## src/rtl/conv_pkg.sv

```systemverilog
// Shared types and constants for the convolution input router.
package conv_pkg;

  typedef enum logic [2:0] {
    IDLE,
    KERNEL,
    SETUP,
    STREAM,
    DRAIN
  } conv_state_e;

  localparam logic ID_KERNEL = 1'b0;
  localparam logic ID_DATA   = 1'b1;

endpackage

```

## src/rtl/conv_setup_timer.sv

```systemverilog
// Post-kernel settle countdown: load to CYCLES, count down while enabled, flag the final cycle.
module conv_setup_timer #(
  parameter int CYCLES = 32
) (
  input  logic clk,
  input  logic rstn,
  input  logic load_i,
  input  logic dec_i,
  output logic done_o
);

  localparam int TW = $clog2(CYCLES + 1);

  logic [TW-1:0] timer_q, timer_d;

  always_comb begin
    timer_d = timer_q;
    if (load_i) begin
      timer_d = TW'(CYCLES);
    end else if (dec_i && (timer_q != '0)) begin
      timer_d = timer_q - 1'b1;
    end
  end

  always_ff @(posedge clk) begin
    if (!rstn) timer_q <= '0;
    else       timer_q <= timer_d;
  end

  // The edge that takes the timer from 1 to 0 is the edge that leaves SETUP.
  assign done_o = (timer_q == TW'(1));

endmodule

```

## src/rtl/conv_input_router.sv

```systemverilog
// Routes kernel and data packets to LANES multiplier lanes with zero-latency broadcast,
// enforcing kernel length and a settle window before data is allowed through.
module conv_input_router
  import conv_pkg::*;
#(
  parameter int WIDTH        = 16,
  parameter int LANES        = 2,
  parameter int KERNEL_SIZE  = 9,
  parameter int SETUP_CYCLES = 32
) (
  input  logic               clk,
  input  logic               rstn,
  input  logic               s_valid,
  output logic               s_ready,
  input  logic               s_id,
  input  logic [2*WIDTH-1:0] s_data,
  input  logic               s_last,
  output logic [LANES-1:0]   m_valid,
  input  logic [LANES-1:0]   m_ready,
  output logic [2*WIDTH-1:0] m_data,
  output logic               m_last,
  output logic               m_kernel,
  output logic               err_short,
  output logic               err_long,
  output logic               err_nokern
);

  localparam int CW = $clog2(KERNEL_SIZE + 1);

  conv_state_e   state_q, state_d;
  logic [CW-1:0] cnt_q, cnt_d, kbeat;
  logic          kern_ok_q, kern_ok_d;
  logic          err_short_q, err_short_d;
  logic          err_long_q, err_long_d;
  logic          err_nokern_q, err_nokern_d;
  logic          fwd, kern_beat, last_o, xfer, timer_load, timer_done;

  assign s_ready = rstn && (state_q != SETUP) && (&m_ready);
  assign xfer    = s_valid && s_ready;

  always_comb begin
    state_d      = state_q;
    cnt_d        = cnt_q;
    kern_ok_d    = kern_ok_q;
    err_short_d  = 1'b0;
    err_long_d   = 1'b0;
    err_nokern_d = 1'b0;
    fwd          = 1'b0;
    kern_beat    = 1'b0;
    timer_load   = 1'b0;
    kbeat        = (state_q == IDLE) ? CW'(1) : cnt_q + CW'(1);

    case (state_q)
      IDLE: begin
        if (s_id == ID_KERNEL) begin
          fwd       = 1'b1;
          kern_beat = 1'b1;
        end else begin
          fwd = kern_ok_q;
        end
      end
      KERNEL: begin
        fwd       = 1'b1;
        kern_beat = 1'b1;
      end
      STREAM:  fwd = 1'b1;
      default: fwd = 1'b0;
    endcase

    // A kernel beat that reaches KERNEL_SIZE always closes the packet downstream.
    last_o = s_last || (kern_beat && (kbeat == CW'(KERNEL_SIZE)));

    if (xfer) begin
      case (state_q)
        IDLE, KERNEL: begin
          if (kern_beat) begin
            kern_ok_d = 1'b0;
            cnt_d     = kbeat;
            if (s_last) begin
              cnt_d = '0;
              if (kbeat == CW'(KERNEL_SIZE)) begin
                kern_ok_d  = 1'b1;
                timer_load = 1'b1;
                state_d    = SETUP;
              end else begin
                err_short_d = 1'b1;
                state_d     = IDLE;
              end
            end else if (kbeat == CW'(KERNEL_SIZE)) begin
              cnt_d      = '0;
              err_long_d = 1'b1;
              state_d    = DRAIN;
            end else begin
              state_d = KERNEL;
            end
          end else if (kern_ok_q) begin
            state_d = s_last ? IDLE : STREAM;
          end else begin
            err_nokern_d = 1'b1;
            state_d      = s_last ? IDLE : DRAIN;
          end
        end
        STREAM, DRAIN: if (s_last) state_d = IDLE;
        default: state_d = state_q;
      endcase
    end

    if ((state_q == SETUP) && timer_done) state_d = IDLE;
  end

  always_ff @(posedge clk) begin
    if (!rstn) begin
      state_q      <= IDLE;
      cnt_q        <= '0;
      kern_ok_q    <= 1'b0;
      err_short_q  <= 1'b0;
      err_long_q   <= 1'b0;
      err_nokern_q <= 1'b0;
    end else begin
      state_q      <= state_d;
      cnt_q        <= cnt_d;
      kern_ok_q    <= kern_ok_d;
      err_short_q  <= err_short_d;
      err_long_q   <= err_long_d;
      err_nokern_q <= err_nokern_d;
    end
  end

  conv_setup_timer #(
    .CYCLES (SETUP_CYCLES)
  ) u_timer (
    .clk    (clk),
    .rstn   (rstn),
    .load_i (timer_load),
    .dec_i  (state_q == SETUP),
    .done_o (timer_done)
  );

  assign m_valid    = {LANES{rstn && s_valid && fwd}};
  assign m_data     = s_data;
  assign m_last     = fwd && last_o;
  assign m_kernel   = kern_beat;
  assign err_short  = err_short_q;
  assign err_long   = err_long_q;
  assign err_nokern = err_nokern_q;

endmodule
```

## config.mk

```make
export PLATFORM = sky130hd
export DESIGN_NAME = conv_input_router
export DESIGN_NICKNAME = d
export VERILOG_FILES = /design/src/rtl/conv_pkg.sv /design/src/rtl/conv_setup_timer.sv /design/src/rtl/conv_input_router.sv
export SDC_FILE = /design/constraint.sdc
export NUM_CORES = 1
export LEC_CHECK = 0
export CAP_MARGIN = 20
export CORE_UTILIZATION = 30
export CTS_BUF_LIST = sky130_fd_sc_hd__clkbuf_16
export CTS_CLUSTER_DIAMETER = 50
export DETAILED_ROUTE_END_ITERATION = 12
export PLACE_DENSITY = 0.8
export SYNTH_ARGS = -nofsm -noshare
export SYNTH_HDL_FRONTEND = slang
export SYNTH_SLANG_ARGS = --single-unit
```

## constraint.sdc

```tcl
create_clock -name clk -period 2.4 [get_ports clk]
set_input_delay 0.72 -clock clk [delete_from_list [all_inputs] [get_ports clk]]
set_output_delay 0.72 -clock clk [all_outputs]
set_load 0.005 [all_outputs]
```

==> flow_summary.yaml, run 1 <==
logic_synthesis:
  ys_warn_count: 0
  ys.flop_type: "dfxtp_1"
  synth_common_cells: "buf_4 (33), dfxtp_1 (17), nor2_1 (12), nand2_1 (9), nor3_1 (9)"
  synth_top_cell_by_area: "dfxtp_1"
  synth_area_leaders: "dfxtp_1 (28%), buf_4 (21%), ha_1 (4.2%)"
  synth_edf_count: 0
  syn_avg_cell_area_um2: 7.90
  synthCells: 152
  yosysMostFrequentCell: "buf_4"
  yosysTopAreaCellShare_pct: 28.3
  syn-cell-area_mm2: 0.00120
  mappedNetlistNets: 195
  synthArstFlopShare_pct: 0
  synth_seq_area_share_pct: 28.3
  synth-seq-cells: 17
  synth.distinct_cells: 39
route:
  drt_iter0_markers: 42
  drt_first_pass_iters: 4
  wl_mm: 2.62
  vias: 1038
  routed_wire_length_per_instance_um: 12.2
  via_per_inst: 4.83
  ant_nets: 0
  drc: 0
clocking:
  cts_sinks: 17
  cts.clk_slew.worst_paths_ns: 0.05
  worstSkewPairLatency_ns: 0.25
  cts-hold-fix-buffers: 0
  clockBufferDepth: 2
  clock_tree.root_cell: "clkbuf_16"
  cts_tree: "done"
  cts_made_buffers: 3
  cts_max_level: 1
pwr:
  intPower_uw: 546
  p_sw_uw: 138
  ir_drop_v: 0.000203
  power_per_cell_area_mw_per_mm2: 447
  p_sw_share_pct: 20.2
  seqPwrFrac_pct: 41.6
  combPwrFrac_pct: 10.5
  p_clk_share_pct: 47.8
  power.leakage_nw: 0.631
  power.total_uw: 684
cells_and_area:
  final_cell_area_mm2: 0.00153
  area_growth_pct: 27.5
  nFillCells: 377
  num_antenna_cells: 0
  fin_nets: 211
  layout-drive-gt1-share_pct: 37.1
floorplanning:
  io_pins: 79
  dieWidth_um: 65.3
  floorplan.initialDensity_pct: 32.1
  core_mm2: 0.00374
  std_cell_rows: 22
  die-area_mm2: 0.00426
  die-height_um: 65.3
placement:
  port_buffers: 14
  hpwl_mm: 1.78
  pre_cts_ws_ns: -0.464
  gp_congestion: 0.896
  post_dp_cell_area_mm2: 0.00133
timing:
  worst_pin_slew_ns: 0.423
  holdWs_ns: 0.482
  max_freq_mhz: 427
  period_needed_ns: 2.34
  fin_crit_sh_pct: 97.6
  setup_viol: 0
  postLayoutSetupSlackWorst_ns: 0.0570
  slew_headroom_pct: 71.6
  slew_viol_final: 0
  timing.final.hold_violations: 0
  finClkSkew_ns: 0.00395
critical_path:
  cp_num_buf_inv: 10
  slowest_delay_ns: 0.22
  critPathMostFrequentCell: "buf_4"
  criticalPathCategory: "in2reg"
  start_kind: "primary input"
  end_kind: "register"
  cpMaxStageDelayCell: "o211ai_1"
  cp.arrival_ns: 2.48
  r2r_slack_ns: 0.58
  critPathMaxFanout: 7
  cp_top_family: "buffers and inverters"
  crit_path_cell_trace: "dlygate4sd2_1 > inv_2 > buf_4 > buf_4 > buf_4 > buf_4 > buf_4 > buf_4 > buf_4 > o211ai_1 > buf_4 > a211oi_1 > a32o_1"
  cp.required_ns: 2.53
hold_path:
  worstHoldPathType: "reg2reg"
grt:
  grt_start_max_net_pins: 12
  grt_pass1_wl_mm: 4.33
  grt_pass1_vias: 1011
  grt_util_all_layers_pct: 13.2
  grt_antenna_before_repair: 0
  gr-total-overflow: 0
job:
  cap_violations: 0
status:
  status: "completed"
[power by group through the flow]
stage                     Combinational (mW)  Sequential [mW]  Clock (mW)
after detailed placement              0.0628            0.290           0
after CTS                             0.0673            0.284       0.340
after global routing                  0.0789            0.285       0.352
after global placement                0.0628            0.290           0
final                                 0.0720            0.285       0.327
after floorplan                       0.0664            0.291           0
[worst paths after layout]
kind	startpoint	endpoint	cells past startpoint
worst max-delay path	s_id	cnt_q[0]	13
worst min-delay path	u_timer.timer_q[4]	u_timer.timer_q[4]	2
worst max register to register	u_timer.timer_q[0]	u_timer.timer_q[4]	7
worst min register to register	u_timer.timer_q[4]	u_timer.timer_q[4]	2
[layout make-up]
class,instances,area [um^2],area share (%)
inverters,7,26.3,1.72
flip-flops and latches,17,343,22.4
well taps,48,60.1,3.92
clock inverters,1,5.00,0.327
clock buffers,3,75.1,4.90
multi-input cells,91,644,42.1
repair buffers,48,378,24.7
[worst reg2reg max path, delay by kind of cell, from the launching register on]
family          cells  cell delay, ns
simple gates        3            0.67
flops               1            0.40
compound gates      2            0.40
fa+ha+maj           1            0.21
buf+inv             1            0.08
[cell families (layout without fill, tap and decap cells)]
group           Yosys count  count (layout)  share of synthesized area [%]
flops                    17              17                           28.3
mux                       1               1                          0.937
xor+xnor                  5               5                           3.65
buf+inv                  44              59                           24.2
fa+ha+maj                 4               4                           4.17
compound gates           26              26                           14.4
simple gates             55              55                           24.4
[layer usage]
layer	wire length, um	global-route usage [%]
met4	52	7.07
met3	161	4.86
met5	0	0
met1	1120	14.8
met2	1290	21.5
[cell usage in the layout, fill, tap and decap left out, drive strengths merged, types with 6 or more instances in the layout]
cell type	instances
dfxtp	17
clkdlybuf4s50	6
nand2	10
nor3	9
clkbuf	6
o21ai	7
buf	35
nand3	7
nor2	12
inv	7
[stage by stage]
stage	util (%)	cells	TNS, ns
after floorplan	-	152	0
after global placement	35.4	202	-1.93
after detailed placement	35.4	202	-2.04
after CTS	38.5	212	-0.0616
after global routing	40.9	215	-0.00857
final	40.9	215	0
[what timing repair did]
item	CTS	global route
buffers inserted	6	3
pin swaps	3	6
resized for setup	12	24
endpoints found under the setup margin	5	3
[registers in the layout (all words and copies together) (netlist names)]
| name | count |
|---|---|
| cnt_q | 4 |
| err_long | 1 |
| err_nokern | 1 |
| err_short | 1 |
| kern_ok_q | 1 |
| state_q | 3 |
| u_timer.timer_q | 6 |
(Power assumes the default switching activity.)
==> run 2: changes to the inputs <==
--- a/config.mk
+++ b/config.mk
@@ -6,11 +6,11 @@
 export NUM_CORES = 1
 export LEC_CHECK = 0
 export CAP_MARGIN = 20
-export CORE_UTILIZATION = 30
+export CORE_UTILIZATION = 36
 export CTS_BUF_LIST = sky130_fd_sc_hd__clkbuf_16
 export CTS_CLUSTER_DIAMETER = 50
 export DETAILED_ROUTE_END_ITERATION = 12
-export PLACE_DENSITY = 0.8
+export PLACE_DENSITY = 0.91
 export SYNTH_ARGS = -nofsm -noshare
 export SYNTH_HDL_FRONTEND = slang
 export SYNTH_SLANG_ARGS = --single-unit
==> flow_summary.yaml, run 2 (synthesis results as in run 1) <==
cells_and_area:
  final_common_cell: "buf_4"
  num_antenna_cells: 0
  regMostFlops: "u_timer.timer_q"
  largest_reg_flops: 6
  layout.cells.non_filler: 203
  fin_nets: 203
  mostFrequentLayoutCells: "buf_4 (26), dfxtp_1 (16), nor2_1 (10)"
  reg_top3: "u_timer.timer_q (6), cnt_q (4), state_q (3)"
  final_cell_area_mm2: 0.00142
  layout-drive-gt1-share_pct: 30.2
  utilization_pct: 45.7
  area_growth_pct: 18.1
clocking:
  cts_max_level: 1
  cts_tree: "done"
  clock_tree.root_cell: "clkbuf_16"
  cts_sinks: 17
  clockBufferDepth: 2
  worstSkewPairLatency_ns: 0.25
  cts_made_buffers: 3
  cts.clk_slew.worst_paths_ns: 0.05
  cts-hold-fix-buffers: 0
timing:
  slew_headroom_pct: 73.9
  slew_viol_final: 0
  worst_pin_slew_ns: 0.388
  finClkSkew_ns: 0.00621
  fin_crit_sh_pct: 97.8
  timing.final.hold_violations: 0
  period_needed_ns: 2.35
  setup_viol: 0
  max_freq_mhz: 426
critical_path:
  cp.arrival_ns: 1.63
  cpMaxStageDelayCell: "dfxtp_2"
  cp.required_ns: 1.68
  end_kind: "output port"
  crit_path_cell_trace: "ha_1 > xor2_1 > o21ai_2 > nand3_2 > nor2_2 > o21a_1 > clkbuf_2"
  criticalPathCategory: "reg2out"
  critPathMaxFanout: 2
  start_kind: "register"
  slowest_delay_ns: 0.32
pwr:
  power_per_cell_area_mw_per_mm2: 478
  power.total_uw: 678
  ir_drop_v: 0.000362
  power.leakage_nw: 0.576
route:
  wl_mm: 2.75
  vias: 1025
  via_per_inst: 5.05
  routed_wire_length_per_instance_um: 13.6
  ant_nets: 0
  drt_first_pass_iters: 4
  drt_iter0_markers: 23
  drc: 0
grt:
  gr-total-overflow: 0
  grt_pass1_vias: 970
  busiest_layer: "met2"
  gr-usage-met2_pct: 25.7
  grtUsageMet3_pct: 5.84
  grt_util_all_layers_pct: 15.2
  grt_antenna_before_repair: 0
  use_met1_pct: 17.2
  grt_start_max_net_pins: 12
  grt_pass1_wl_mm: 4.08
floorplanning:
  io_pins: 79
  dieWidth_um: 59.8
  floorplan.initialDensity_pct: 38.7
  die-area_mm2: 0.00357
  core_mm2: 0.00310
  die-height_um: 59.8
  std_cell_rows: 20
placement:
  post_dp_cell_area_mm2: 0.00131
  hpwl_mm: 1.87
  port_buffers: 14
  gp_congestion: 0.913
  place_inst: 196
hold_path:
  worstHoldPathType: "reg2reg"
status:
  status: "completed"
job:
  cap_violations: 0
==> run 2: timing repair <==
item | CTS | global route
gates resized for setup | 13 | 14
buffers inserted | 0 | 3
pin swaps | 4 | 6
endpoints found under the setup margin | 5 | 3
==> run 2: area by class of cell <==
class                           count  area, um^2
Fill cell                         311        1680
Multi-Input combinational cell     91         604
Sequential cell                    17         342
Timing Repair Buffer               40         312
Clock buffer                        3        75.1
Tap cell                           44        55.1
Inverter                            7        26.3
Clock inverter                      1        5.00
==> run 2: report_power, final <==
part / internal [mW] / leakage, nW / total (mW) / switching (mW)
clock: 0.223 / 0.0409 / 0.331 / 0.108
combinational: 0.0316 / 0.397 / 0.0625 / 0.0309
sequential: 0.284 / 0.138 / 0.285 / 0.000623
total: 0.539 / 0.576 / 0.678 / 0.140
==> run 2: per-stage QoR <==
stage | setup TNS (ns) | hold slack (ns) | worst slack (ns)
after CTS | -0.107 | 0.467 | -0.107
after global routing | -0.0364 | 0.492 | -0.0364
final | 0 | 0.477 | 0.0537
after global placement | -1.94 | 0.455 | -0.433
after floorplan | 0 | 0.442 | 0.312
after detailed placement | -2.06 | 0.459 | -0.474
==> run 2: path summary, 6_finish.rpt <==
path	depth (start not counted)	to	slack, ns	from
setup reg to reg	7	u_timer.timer_q[4]	0.58	u_timer.timer_q[0]
hold / removal	2	u_timer.timer_q[4]	0.48	u_timer.timer_q[4]
hold reg to reg	2	u_timer.timer_q[4]	0.48	u_timer.timer_q[4]
setup / recovery	7	m_last	0.05	cnt_q[0]
==> run 2: worst max-delay path, delay by kind of cell, from the launching register on <==
kind                       cells  cell delay [ns]
buffers and inverters          1             0.11
xor gates and xnor gates       1             0.16
AOI/OAI and AO/OA              2             0.31
DFF                            1             0.32
and+or+nand+nor                2             0.28
adders and majority gates      1             0.21
==> run 2: metal layers <==
layer / share of wire, % / vias up / wire (um)
li1: - / 508 / -
met3: 6.8 / 8 / 186
met5: 0 / - / 0
met2: 51 / 33 / 1410
met4: 2.4 / 0 / 65
met1: 40 / 476 / 1090
==> run 3: changes to the inputs <==
--- a/config.mk
+++ b/config.mk
@@ -6,11 +6,12 @@
 export NUM_CORES = 1
 export LEC_CHECK = 0
 export CAP_MARGIN = 20
-export CORE_UTILIZATION = 36
-export CTS_BUF_LIST = sky130_fd_sc_hd__clkbuf_16
+export CORE_UTILIZATION = 40
+export CTS_BUF_LIST = sky130_fd_sc_hd__clkbuf_4
 export CTS_CLUSTER_DIAMETER = 50
+export CTS_CLUSTER_SIZE = 10
 export DETAILED_ROUTE_END_ITERATION = 12
-export PLACE_DENSITY = 0.91
+export PLACE_DENSITY = 0.95
 export SYNTH_ARGS = -nofsm -noshare
 export SYNTH_HDL_FRONTEND = slang
 export SYNTH_SLANG_ARGS = --single-unit
==> constraint.sdc (replaced) <==
create_clock -name clk -period 2.7 [get_ports clk]
set_input_delay 0.81 -clock clk [delete_from_list [all_inputs] [get_ports clk]]
set_output_delay 0.81 -clock clk [all_outputs]
set_load 0.005 [all_outputs]
==> flow_summary.yaml, run 3 (synthesis results as in run 1) <==
status:
  status: "finished, violations left"
  violations: "design-rule violations"
pwr:
  p_sw_uw: 104
  seqPwrFrac_pct: 55.5
  power.total_uw: 455
  p_clk_share_pct: 31.3
  p_sw_share_pct: 22.9
  intPower_uw: 351
  ir_drop_v: 0.000193
  combPwrFrac_pct: 13.3
  power_per_cell_area_mw_per_mm2: 344
  power.leakage_nw: 0.537
grt:
  grtUsageMet3_pct: 3.92
  grt_pass1_wl_mm: 4.36
  gr-usage-met2_pct: 30.4
  grt_pass1_vias: 1010
  gr-total-overflow: 0
  grt_util_all_layers_pct: 17.0
  busiest_layer: "met2"
  use_met1_pct: 19.8
  grt_start_max_net_pins: 12
  grt_antenna_before_repair: 0
floorplanning:
  die-area_mm2: 0.00323
  core_mm2: 0.00281
  io_pins: 79
  std_cell_rows: 19
  die-height_um: 56.8
  floorplan.initialDensity_pct: 42.8
  dieWidth_um: 56.8
placement:
  hpwl_mm: 1.92
  port_buffers: 14
  pre_cts_ws_ns: -0.449
  gp_congestion: 0.859
clocking:
  cts_made_buffers: 3
  cts_max_level: 1
  clock_tree.root_cell: "clkbuf_4"
  cts.clk_slew.worst_paths_ns: 0.10
  cts_tree: "done"
  cts_sinks: 17
  cts-hold-fix-buffers: 0
  worstSkewPairLatency_ns: 0.28
  clockBufferDepth: 2
route:
  ant_nets: 0
  drt_iter0_markers: 49
  routed_wire_length_per_instance_um: 13.8
  drc: 8
  wl_mm: 2.58
  via_per_inst: 5.53
  drt_first_pass_iters: 8
  vias: 1034
critical_path:
  crit_path_cell_trace: "ha_1 > xor2_1 > o21ai_1 > nand3_1 > nor2_1 > o21a_1 > dlygate4sd2_1"
  slowest_delay_ns: 0.33
  critPathMaxFanout: 3
  criticalPathCategory: "reg2out"
  cp_num_buf_inv: 1
  cpMaxStageDelayCell: "dfxtp_1"
  cp_top_family: "flip-flops"
  cp.required_ns: 1.89
  start_kind: "register"
  end_kind: "output port"
  cp.arrival_ns: 1.81
timing:
  fin_crit_sh_pct: 96.9
  slew_viol_final: 0
  worst_pin_slew_ns: 0.431
  finClkSkew_ns: 0.00812
  max_freq_mhz: 382
  postLayoutSetupSlackWorst_ns: 0.0832
  timing.final.hold_violations: 0
  setup_viol: 0
  period_needed_ns: 2.62
  slew_headroom_pct: 71.1
hold_path:
  worstHoldPathType: "reg2reg"
cells_and_area:
  utilization_pct: 47.1
  largest_reg_flops: 6
  num_antenna_cells: 0
  regMostFlops: "u_timer.timer_q"
  layout-drive-gt1-share_pct: 25.0
  nFillCells: 271
  fin_nets: 200
  final_common_cell: "buf_4"
  area_growth_pct: 10.1
  reg_top3: "u_timer.timer_q (6), cnt_q (4), state_q (3)"
  mostFrequentLayoutCells: "buf_4 (23), dfxtp_1 (17), nor2_1 (11)"
job:
  cap_violations: 0
run 3: changes by cell type in the layout (fill, tap and decap cells not counted), sizes merged:
cell and delta:
buf -2, dlygate4sd2 +2, clkbuf -2, clkinv -1
run 3: path summary, 6_finish.rpt:
| kind | start | endpoint | slack (ns) | depth (start not counted) |
|---|---|---|---|---|
| max reg2reg | state_q[1] | u_timer.timer_q[4] | 0.82 | 6 |
| min | cnt_q[3] | cnt_q[3] | 0.48 | 2 |
| max | cnt_q[0] | m_last | 0.08 | 7 |
| min reg2reg | cnt_q[3] | cnt_q[3] | 0.48 | 2 |
run 3: layout make-up:
cell class,count,area (um^2),share of cell area (%)
repair buffers,37,297,22.4
well taps,31,38.8,2.93
flip-flops and latches,17,340,25.7
multi-input cells,91,591,44.7
clock buffers,4,30.0,2.27
inverters,7,26.3,1.99
run 3: what timing repair did:
action	in CTS	in global routing
resized for setup	18	2
setup endpoints to repair	5	1
pin swaps	2	0
buffers inserted	3	0
run 3: power by group through the flow:
| stage | clock network (mW) | logic (mW) | registers [mW] |
|---|---|---|---|
| floorplan | 0 | 0.0590 | 0.258 |
| global placement | 0 | 0.0553 | 0.258 |
| detailed placement | 0 | 0.0563 | 0.258 |
| CTS | 0.145 | 0.0582 | 0.252 |
| global route | 0.166 | 0.0649 | 0.253 |
| finish | 0.142 | 0.0603 | 0.252 |
run 3: through the flow:
step           setup TNS [ns]  hold WS (ns)  instances  cell area (um^2)
2_1_floorplan               0         0.442        152              1200
3_3_place_gp            -1.50         0.454        180              1270
3_5_place_dp            -1.67         0.466        180              1270
4_1_cts                     0         0.480        187              1320
5_1_grt               -0.0198         0.512        187              1320
6_report                    0         0.478        187              1320
run 3: layer usage:
layer	vias up	part of all wire, %	wire, um
li1	498	-	-
met1	492	42	1080
met2	36	50	1280
met3	8	7.0	182
met4	0	1.7	44
met5	-	0	0
run 3: worst register-to-register path: cells and delay by family, from the launching register on:
family / cells / cell delay (ns)
simple gates: 3 / 0.78
buf+inv: 1 / 0.17
compound gates: 2 / 0.49
flops: 1 / 0.37
